$ cat src/rtl/muldiv_unit.sv
// Iterative HI/LO multiply/divide unit: shift-add multiply and restoring divide, one bit per cycle.
// Optional MULDIV_EARLY_OUT_EN: multiply stops once the remaining multiplier bits are all zero.
module muldiv_unit #(
   parameter int unsigned DATA_WIDTH = 32
) (
   input  logic                  clock,
   input  logic                  resetControl,
   input  logic                  start,
   input  logic [1:0]            op,
   input  logic [DATA_WIDTH-1:0] operand_A,
   input  logic [DATA_WIDTH-1:0] operand_B,
   input  logic                  write_hi,
   input  logic                  write_lo,
   output logic [DATA_WIDTH-1:0] hi_out,
   output logic [DATA_WIDTH-1:0] lo_out,
   output logic                  busy,
   output logic                  done,
   output logic                  div_by_zero
);

   localparam int unsigned N  = DATA_WIDTH;
   localparam int unsigned CW = $clog2(N);

   typedef enum logic [1:0] {StIdle, StCalc, StSignFix} state_e;

   state_e          state_q, state_d;
   logic [CW-1:0]   cnt_q, cnt_d;
   logic            is_div_q, is_div_d;
   logic            neg_q, neg_d;
   logic            rem_neg_q, rem_neg_d;
   logic [2*N-1:0]  mcand_q, mcand_d;
   logic [N-1:0]    mplier_q, mplier_d;
   logic [2*N-1:0]  acc_q, acc_d;
   logic [N-1:0]    quo_q, quo_d;
   logic [N-1:0]    rem_q, rem_d;
   logic [N-1:0]    hi_q, hi_d;
   logic [N-1:0]    lo_q, lo_d;
   logic            done_q, done_d;
   logic            dbz_q, dbz_d;

   logic            is_signed, sign_a, sign_b;
   logic [N-1:0]    abs_a, abs_b;
   logic [N:0]      rem_sh, rem_diff;
   logic [2*N-1:0]  mul_sum, prod_fixed;
   logic [N-1:0]    quo_fixed, rem_fixed;
   logic            last_iter;

   // Signed ops (op[0]==0) work on magnitudes; signs are re-applied in SIGN_FIX.
   assign is_signed = ~op[0];
   assign sign_a    = is_signed & operand_A[N-1];
   assign sign_b    = is_signed & operand_B[N-1];
   assign abs_a     = sign_a ? -operand_A : operand_A;
   assign abs_b     = sign_b ? -operand_B : operand_B;

   assign mul_sum  = acc_q + (mplier_q[0] ? mcand_q : '0);
   assign rem_sh   = {rem_q, quo_q[N-1]};
   assign rem_diff = rem_sh - {1'b0, mplier_q};

   assign prod_fixed = neg_q     ? -acc_q : acc_q;
   assign quo_fixed  = neg_q     ? -quo_q : quo_q;
   assign rem_fixed  = rem_neg_q ? -rem_q : rem_q;

`ifdef MULDIV_EARLY_OUT_EN
   assign last_iter = (cnt_q == CW'(N - 1)) || (!is_div_q && (mplier_q[N-1:1] == '0));
`else
   assign last_iter = (cnt_q == CW'(N - 1));
`endif

   always_comb begin
      state_d   = state_q;
      cnt_d     = cnt_q;
      is_div_d  = is_div_q;
      neg_d     = neg_q;
      rem_neg_d = rem_neg_q;
      mcand_d   = mcand_q;
      mplier_d  = mplier_q;
      acc_d     = acc_q;
      quo_d     = quo_q;
      rem_d     = rem_q;
      hi_d      = hi_q;
      lo_d      = lo_q;
      done_d    = 1'b0;
      dbz_d     = 1'b0;

      unique case (state_q)
         StIdle: begin
            if (start) begin
               if (op[1] && (operand_B == '0)) begin
                  // Divide by zero completes immediately and leaves HI/LO untouched.
                  done_d = 1'b1;
                  dbz_d  = 1'b1;
               end else begin
                  state_d   = StCalc;
                  cnt_d     = '0;
                  is_div_d  = op[1];
                  neg_d     = sign_a ^ sign_b;
                  rem_neg_d = sign_a;
                  mcand_d   = {{N{1'b0}}, abs_a};
                  mplier_d  = abs_b;
                  acc_d     = '0;
                  quo_d     = abs_a;
                  rem_d     = '0;
               end
            end else begin
               if (write_hi) hi_d = operand_A;
               if (write_lo) lo_d = operand_A;
            end
         end
         StCalc: begin
            if (is_div_q) begin
               // Quotient register shifts dividend bits out as quotient bits shift in.
               if (!rem_diff[N]) begin
                  rem_d = rem_diff[N-1:0];
                  quo_d = {quo_q[N-2:0], 1'b1};
               end else begin
                  rem_d = rem_sh[N-1:0];
                  quo_d = {quo_q[N-2:0], 1'b0};
               end
            end else begin
               acc_d    = mul_sum;
               mcand_d  = mcand_q << 1;
               mplier_d = mplier_q >> 1;
            end
            cnt_d = cnt_q + CW'(1);
            if (last_iter) state_d = StSignFix;
         end
         StSignFix: begin
            if (is_div_q) begin
               lo_d = quo_fixed;
               hi_d = rem_fixed;
            end else begin
               hi_d = prod_fixed[2*N-1:N];
               lo_d = prod_fixed[N-1:0];
            end
            done_d  = 1'b1;
            state_d = StIdle;
         end
         default: state_d = StIdle;
      endcase
   end

   always_ff @(posedge clock or posedge resetControl) begin
      if (resetControl) begin
         state_q   <= StIdle;
         cnt_q     <= '0;
         is_div_q  <= 1'b0;
         neg_q     <= 1'b0;
         rem_neg_q <= 1'b0;
         mcand_q   <= '0;
         mplier_q  <= '0;
         acc_q     <= '0;
         quo_q     <= '0;
         rem_q     <= '0;
         hi_q      <= '0;
         lo_q      <= '0;
         done_q    <= 1'b0;
         dbz_q     <= 1'b0;
      end else begin
         state_q   <= state_d;
         cnt_q     <= cnt_d;
         is_div_q  <= is_div_d;
         neg_q     <= neg_d;
         rem_neg_q <= rem_neg_d;
         mcand_q   <= mcand_d;
         mplier_q  <= mplier_d;
         acc_q     <= acc_d;
         quo_q     <= quo_d;
         rem_q     <= rem_d;
         hi_q      <= hi_d;
         lo_q      <= lo_d;
         done_q    <= done_d;
         dbz_q     <= dbz_d;
      end
   end

   assign hi_out      = hi_q;
   assign lo_out      = lo_q;
   assign busy        = (state_q != StIdle);
   assign done        = done_q;
   assign div_by_zero = dbz_q;

endmodule

$ cat config.mk
export PLATFORM = sky130hd
export DESIGN_NAME = muldiv_unit
export DESIGN_NICKNAME = d
export VERILOG_FILES = /design/src/rtl/muldiv_unit.sv
export SDC_FILE = /design/constraint.sdc
export NUM_CORES = 1
export LEC_CHECK = 0
export ABC_AREA = 1
export CAP_MARGIN = 25
export CORE_MARGIN = 4
export CORE_UTILIZATION = 55
export CTS_CLUSTER_DIAMETER = 120
export DETAILED_ROUTE_END_ITERATION = 8
export PLACE_DENSITY_LB_ADDON = 0.2
export REMOVE_ABC_BUFFERS = 1
export SYNTH_ARGS = -nofsm -noshare
export SYNTH_HDL_FRONTEND = slang
export SYNTH_SLANG_ARGS = --single-unit
$ cat constraint.sdc
create_clock -name clock -period 10.85 [get_ports clock]
set_clock_uncertainty 0.15 [all_clocks]
set_input_delay 1.085 -clock clock [delete_from_list [all_inputs] [get_ports clock]]
set_output_delay 1.085 -clock clock [all_outputs]
set_load 0.005 [all_outputs]
# After elaboration in Yosys (flattened, before gate mapping)
# Index checks and enable logic that the tools add are counted.
# classes
add_sub_neg,8
n_reduce_logical,13
muxes,47
n_eq_ne,11
bitwise_logic,5
# op_table
cell,n
$mux W32,20
$mux W64,8
$pmux W32 S2,5
$pmux W64 S2,2
$neg A32 Y32,4
$add A64 B64 Y64,1
$neg A64 Y64,1
$sub A33 B32 Y33,1
$logic_not A32 Y1,1
$ne A2 B2 Y1 const B,8
$reduce_and A3 Y1,5
$mux W5,2
$pmux W5 S2,1
$reduce_and A4 Y1,2
$mux W2,3
$reduce_bool A2 Y1,3
$add A5 B1 Y5 const B,1
$eq A5 B5 Y1 const B,1
$mux W1,4
$pmux W2 S2,1
$and A1 B1 Y1,2
$eq A2 B1 Y1 const B,1
$eq A2 B2 Y1 const B,1
$logic_not A2 Y1,1
other kinds (4),5
# word_totals
elab_cells,98
out_inout_bits,67
regBits,300

# Logic depth before layout (Yosys ltp)
# Gate-level depths: netlist of run 1.
# depth
ltp_word,6
depth_mapped,20

# Least setup slack after synthesis of run 1
# OpenSTA, ideal clock, no wires.
# synth_path
path_type,input to register
startpoint,input operand_B[1]
endpoint,register mcand_q[18]
path_slack_ns,8.020
n_path_buf,2
setup_time_ns,0.119
stages,14
required_ns,10.581
arrival_ns,2.561
cell_sequence,inv_1 ha_1 inv_1 nor3_4 nand2_2 inv_2 nand2_2 nor2_4 nand2_2 nand3_4 nand2_4 buf_6 buf_6 o21a_1
# synth_via
elab_chain_len,4
# synth_rtl
item,line_no,rtl
"start, declared",11,"input logic [DATA_WIDTH-1:0] operand_B,"
$logic_not A32 Y1,88,if (op[1] && (operand_B == '0)) begin
$logic_and A1 B1 Y1,88,
$ne A2 B2 Y1 (no source line),-,
$reduce_and A4 Y1 (no source line),-,
"end signal, assigned",164,mcand_q <= mcand_d;
"end, declared",31,"logic [2*N-1:0] mcand_q, mcand_d;"
# Every way passes these cells.
# A chain may end at the register's enable or synchronous reset.

# Final worst setup path of run 1
# layout_path
startpoint,input operand_B[0]
endpoint,register mcand_q[27]
# The elaborated chain is that of the path after synthesis.

==> results of run 1 <==
[per-stage QoR]
step	cell area [um^2]	utilization [%]	worst slack, ps
floorplan	27700	-	1330
global placement	30200	58.9	6200
detailed placement	30200	59.0	6200
CTS	31500	61.6	6770
global route	31600	61.7	6570
finish	31600	61.7	6880
[cell type report]
cell class,instances,area (um^2)
clock inverter,15,224
inverter,871,3280
fill,5174,19600
multi-input combinational,3668,17000
tap,680,851
timing repair buffer,164,1610
clock buffer,55,1130
sequential,300,7510
[cells in the mapped netlist, drive strengths merged, types with 2 or more instances]
library cell and instances:
o211ai 19, clkbuf 78, xnor2 23, o22ai 63
nand4 53, nand3b 27, ha 102, o311ai 2
a21o 4, inv 870, xor2 10, dfrtp 300
a21boi 2, o21ai 309, nand2 1881, o21bai 9
nor2 418, or2 10, and2 5, nor3 43
o31ai 11, and3 2, nand3 500, a21oi 164
o21a 3, nor4 4, fa 2, buf 65
[metal layers]
layer | GRT usage [%] | part of all wire [%]
met5 | 0 | 0.032
met4 | 14.6 | 4.6
met3 | 6.10 | 9.7
met2 | 56.6 | 43
met1 | 53.3 | 43
[flip-flops by register name, indices dropped and copies added (netlist names)]
| name | count |
|---|---|
| rem_neg_q | 1 |
| acc_q | 64 |
| done | 1 |
| rem_q | 32 |
| state_q | 2 |
| mcand_q | 64 |
| mplier_q | 32 |
| lo_out | 32 |
| quo_q | 32 |
| hi_out | 32 |
| is_div_q | 1 |
| div_by_zero | 1 |
| cnt_q | 5 |
| neg_q | 1 |
[power breakdown]
group          switching [mW]  total (mW)  internal [mW]  leakage (nW)
combinational            4.45        6.59           2.14          13.2
clock                   0.563        1.41          0.846         0.659
sequential              0.537        2.16           1.62          3.83
[cell families (layout without fill, tap and decap cells)]
group,after synthesis,in the layout,synth area share (%)
buffers and inverters,1014,1105,13.9
AOI/OAI and AO/OA,588,588,11.3
and+or+nand+nor,2943,2943,42.7
DFF,300,300,26.4
adders and majority gates,104,104,4.63
xor gates and xnor gates,33,33,1.02
[critical path: stages]
cell	delay, ps
sky130_fd_sc_hd__clkdlybuf4s50_1	500
sky130_fd_sc_hd__inv_1	70
sky130_fd_sc_hd__ha_1	220
sky130_fd_sc_hd__inv_1	140
sky130_fd_sc_hd__nor3_4	60
sky130_fd_sc_hd__nand2_2	120
sky130_fd_sc_hd__inv_2	60
sky130_fd_sc_hd__nand2_2	100
sky130_fd_sc_hd__nor2_4	70
sky130_fd_sc_hd__nand2_2	90
sky130_fd_sc_hd__nand3_4	130
sky130_fd_sc_hd__nand2_4	510
sky130_fd_sc_hd__buf_4	530
sky130_fd_sc_hd__buf_12	310
sky130_fd_sc_hd__nand2_1	80
sky130_fd_sc_hd__nor2_1	100
sky130_fd_sc_hd__nor2_1	50
[worst max path at each step]
| stage | slack, ps | end | from | cells after the start |
|---|---|---|---|---|
| 5_1_grt | 6570 | mcand_q[27]$_DFFE_PP0P_ | operand_B[0] | 17 |
| 3_5_place_dp | 6200 | mcand_q[18]$_DFFE_PP0P_ | operand_B[0] | 15 |
| 4_1_cts | 6770 | mcand_q[18]$_DFFE_PP0P_ | operand_B[0] | 15 |
| 3_3_place_gp | 6200 | mcand_q[27]$_DFFE_PP0P_ | operand_B[0] | 16 |
| 2_1_floorplan | 1330 | acc_q[0]$_DFFE_PP0P_ | resetControl | 1 |
| 6_report | 6880 | mcand_q[27]$_DFFE_PP0P_ | operand_B[0] | 17 |
==> impl_metrics.yaml, run 1 <==
route:
  route.final.wire_length_um: 107000
  total_number_of_vias: 32355
  post_drt_via_cell_ratio: 5.62
  detail_route.iter0.violations: 4052
  wl_per_cell_um: 18.7
  length_of_the_first_detailed_routing_pass_in_iterations: 9
  drt_drc_violations_left: 0
  route.antenna.remaining_nets: 0
synthesis:
  synthesis.yosys.warnings: 0
  postSynth.topFlopCell: "sky130_fd_sc_hd__dfrtp_1"
  largest_area_contributor_in_the_netlist: "sky130_fd_sc_hd__dfrtp_1"
  syn_area_mm2: 0.0284
  postSynthCellCount: 4982
  synth_cell_types: 46
  synth_async_sr_flop_share_pct: 100
  synth.yosys.seq_area_share_pct: 26.4
  synth_top_cells_by_area: "sky130_fd_sc_hd__dfrtp_1 (26%), sky130_fd_sc_hd__nand2_1 (25%), sky130_fd_sc_hd__inv_1 (11%)"
  synth_enable_flop_cells: 0
  synth_top_area_share_pct: 26.4
  ys_ff_latch: 300
  avgSynthCellArea_um2: 5.70
grt:
  number_of_global_route_vias_before_repair: 28713
  grt_antenna_before_repair: 4
  track_usage_pct: 37.2
  grt_start_max_net_pins: 117
  grt_first_pass_wirelength_um: 165000
  grt.overflow.total: 0
critical_path:
  critical_path.max_fanout: 58
  critPathKind: "in2reg"
  cp.arrival_ps: 4290
  timing.rr.end: "acc_q[60]$_DFFE_PP0P_"
  reg2regPathDepth: 18
  setup.reg_to_reg.worst_slack_ps: 7040
  worst_r2r_startpoint: "mplier_q[0]$_DFFE_PP0P_"
  worst_setup_path_start_kind: "input port"
  endpoint_kind: "register"
  timing.critical_path.required_ps: 11170
sta:
  setup-violations-final: 0
  worst_pin_slew_ps: 1160
  period_needed_ps: 3970
  hold_violations: 0
  report.final.slew_viol_count: 0
  setup_tns_ps: 0
  timing.fmax_ghz: 0.252
  rsz0062_at_grt: "no"
  timing.slew.headroom_pct: 21.7
  min_period_over_period_pct: 36.6
  hold_slack_ps: 334
min_path:
  min_to: "mcand_q[63]$_DFFE_PP0P_"
  startpoint_of_the_lowest_slack_hold_path: "mcand_q[63]$_DFFE_PP0P_"
  hold-path-cell-count: 2
  holdCritPathClass: "reg2reg"
power_and_ir_drop:
  power_mw: 10.2
  power_per_cell_area_mw_per_mm2: 322
  power.static_leakage_nw: 17.7
  ir_worst_vdd_v: 0.000228
floorplan:
  floorplan.core_area_mm2: 0.0512
  die_height_um: 235
  die_x_um: 235
  pin_count: 138
  area_of_the_die_mm2: 0.0553
  start_util_pct: 55.5
  placementRows: 83
clock_network:
  clk_pin_slew_ps: 60
  cts_setup_buffers: 0
  cts_made_buffers: 39
  clock_tree.buffer_depth: 3
  clock_tree_from_tritoncts: "built"
  cts-root-buf: "sky130_fd_sc_hd__clkbuf_16"
  postCtsHoldBufs: 0
  insertion_delay_ps: 580
  cts_repair_resize_count: 0
  htree_num_levels: 2
  numClockSinks: 300
placed_design:
  place_congestion: 1.04
  placed_cells: 5681
  dp_hpwl_um: 83700
  io_buffer_count: 137
status:
  run_status: "complete, no violations"
finish:
  insertedDiodeCount: 0
  final_layout_size_suffix_gt1_share_pct: 3.09
  layout_common_cells: "sky130_fd_sc_hd__nand2_1 (1868), sky130_fd_sc_hd__inv_1 (861), sky130_fd_sc_hd__nand3_1 (494)"
  nets: 5219
  synth_to_final_area_change_pct: 11.2
  final_common_cell: "sky130_fd_sc_hd__nand2_1"
  finish.cell_count_without_fillers: 5753
run:
  cap_violations: 0
Note: power is estimated with default switching activity, not from simulation.
==> run 2: changes to the inputs <==
==> constraint.sdc (replaced) <==
create_clock -name clock -period 3.67 [get_ports clock]
set_clock_uncertainty 0.15 [all_clocks]
set_input_delay 0.367 -clock clock [delete_from_list [all_inputs] [get_ports clock]]
set_output_delay 0.367 -clock clock [all_outputs]
set_load 0.005 [all_outputs]
==> impl_metrics.yaml, run 2 (synthesis gave the netlist of run 1 again) <==
status:
  run_status: "complete, no violations"
finish:
  final_common_cell: "sky130_fd_sc_hd__nand2_1"
  synth_to_final_area_change_pct: 11.7
  final_area_mm2: 0.0317
  layout_common_cells: "sky130_fd_sc_hd__nand2_1 (1868), sky130_fd_sc_hd__inv_1 (861), sky130_fd_sc_hd__nand3_1 (494)"
  reg.largest.list: "acc_q (64), mcand_q (64)"
  nets: 5236
  insertedDiodeCount: 0
  finish.cell_count_without_fillers: 5771
  fillers: 5189
  final_layout_size_suffix_gt1_share_pct: 3.42
floorplan:
  area_of_the_die_mm2: 0.0553
  die_x_um: 235
  pin_count: 138
  start_util_pct: 55.5
  floorplan.core_area_mm2: 0.0512
  placementRows: 83
  die_height_um: 235
power_and_ir_drop:
  internal-power_mw: 13.6
  power_per_cell_area_mw_per_mm2: 947
  power.sequential.fraction_pct: 21.8
  power.share.switching_pct: 54.8
  comb_power_share_pct: 65.1
  ir_worst_vdd_v: 0.000898
  power_mw: 30.0
  switching_power_total_mw: 16.5
  power.static_leakage_nw: 17.8
  share_clk_of_total_power_pct: 13.2
clock_network:
  cts-root-buf: "sky130_fd_sc_hd__clkbuf_16"
  numClockSinks: 300
  postCtsHoldBufs: 0
  cts_made_buffers: 38
  htree_num_levels: 2
  clk_pin_slew_ps: 60
  clock_tree.buffer_depth: 3
  cts_setup_buffers: 0
  cts_repair_resize_count: 0
  clock_tree_from_tritoncts: "built"
  insertion_delay_ps: 580
sta:
  timing.fmax_ghz: 0.303
  period_needed_ps: 3310
  report.final.slew_viol_count: 0
  timing.slew.headroom_pct: 42.8
  setup_tns_ps: 0
  worst_pin_slew_ps: 858
  hold_violations: 0
  min_period_over_period_pct: 90.1
  rsz0062_at_grt: "no"
  setup-violations-final: 0
  postLayoutSetupSlackWorst_ps: 364
route:
  detail_route.iter0.violations: 3899
  wl_per_cell_um: 18.6
  total_number_of_vias: 32286
  length_of_the_first_detailed_routing_pass_in_iterations: 6
  drt_drc_violations_left: 0
  route.antenna.remaining_nets: 0
  route.final.wire_length_um: 107000
  post_drt_via_cell_ratio: 5.59
placed_design:
  io_buffer_count: 137
  placed_cells: 5701
  area_post_placement_mm2: 0.0304
  preCtsSetupSlack_ps: 444
  dp_hpwl_um: 84600
  place_congestion: 1.02
critical_path:
  cp_cell_sequence: "buf_12 > nand2_1 > inv_1 > ha_1 > nand2_1 > inv_1 > nand2_1 > nor3_1 > nand2_1 > nor2_1 > nand2_1 > nand2_1 > nand2_1 > nand3_1 > nand2_1"
  critPathKind: "reg2reg"
  cpPeakStageDelay_ps: 580
  timing.critical_path.depth: 15
  worst_setup_path_start_kind: "register"
  reg2regPathDepth: 15
  cpMaxStageDelayCell: "sky130_fd_sc_hd__dfrtp_2"
  path_delay_family: "simple AND/OR/NAND/NOR gates"
  endpoint_kind: "register"
  cp_num_buf_inv: 3
  timing.critical_path.required_ps: 3970
  cp.arrival_ps: 3610
  critical_path.most_common_cell: "sky130_fd_sc_hd__nand2_1"
  critical_path.max_fanout: 40
min_path:
  holdCritPathClass: "in2async"
grt:
  grt_antenna_before_repair: 6
  number_of_global_route_vias_before_repair: 28805
  grt_first_pass_wirelength_um: 164000
  grt_start_max_net_pins: 157
  track_usage_pct: 37.0
  grt.overflow.total: 0
run:
  cap_violations: 0
[run 2: worst register-to-register path: cells and delay by family (launching register included)]
kind | cells | cell delay [ps]
buffers and inverters | 3 | 440
DFF | 1 | 580
adders and majority gates | 1 | 380
and+or+nand+nor | 11 | 1650
[run 2: cell type report]
type                            instances  area [um^2]  share of cell area (%)
Inverter                              871         3280                    10.3
Timing Repair Buffer                  182         1820                    5.74
Multi-Input combinational cell       3668        17000                    53.5
Sequential cell                       300         7510                    23.7
Clock buffer                           55         1110                    3.49
Clock inverter                         15          179                   0.564
Tap cell                              680          851                    2.68
[run 2: through the flow]
| step | utilization [%] | hold WS [ps] |
|---|---|---|
| 6_report | 62.0 | 127 |
| 5_1_grt | 62.0 | 175 |
| 4_1_cts | 62.0 | 140 |
| 3_5_place_dp | 59.5 | 312 |
| 3_3_place_gp | 59.5 | 306 |
| 2_1_floorplan | - | 299 |
[run 2: final timing paths]
path	from	end	slack, ps
max in group asynchronous	resetControl	mcand_q[29]$_DFFE_PP0P_	2360
worst max-delay path	mplier_q[0]$_DFFE_PP0P_	acc_q[59]$_DFFE_PP0P_	360
worst min-delay path	resetControl	quo_q[6]$_DFFE_PP0P_	130
worst max register to register	mplier_q[0]$_DFFE_PP0P_	acc_q[59]$_DFFE_PP0P_	360
min in group clock	lo_out[0]$_DFFE_PP0P_	lo_out[0]$_DFFE_PP0P_	330
worst min register to register	lo_out[0]$_DFFE_PP0P_	lo_out[0]$_DFFE_PP0P_	330
[run 2: power by group through the flow]
stage                     Combinational [mW]  Sequential [mW]  Clock (mW)
after CTS                               19.1             6.46        3.96
after floorplan                         12.9             5.97           0
final                                   19.5             6.54        3.96
after detailed placement                19.0             6.49           0
after global routing                    21.7             6.64        4.11
after global placement                  18.8             6.48           0
[run 2: routing by layer]
layer  global-route usage [%]  vias to the layer above  share of wire (%)
li1                         -                    15767                  -
met4                     15.2                       14                4.7
met1                     51.0                    14624                 42
met2                     56.6                     1628                 43
met3                     8.21                      253                 10
met5                        0                        -              0.092
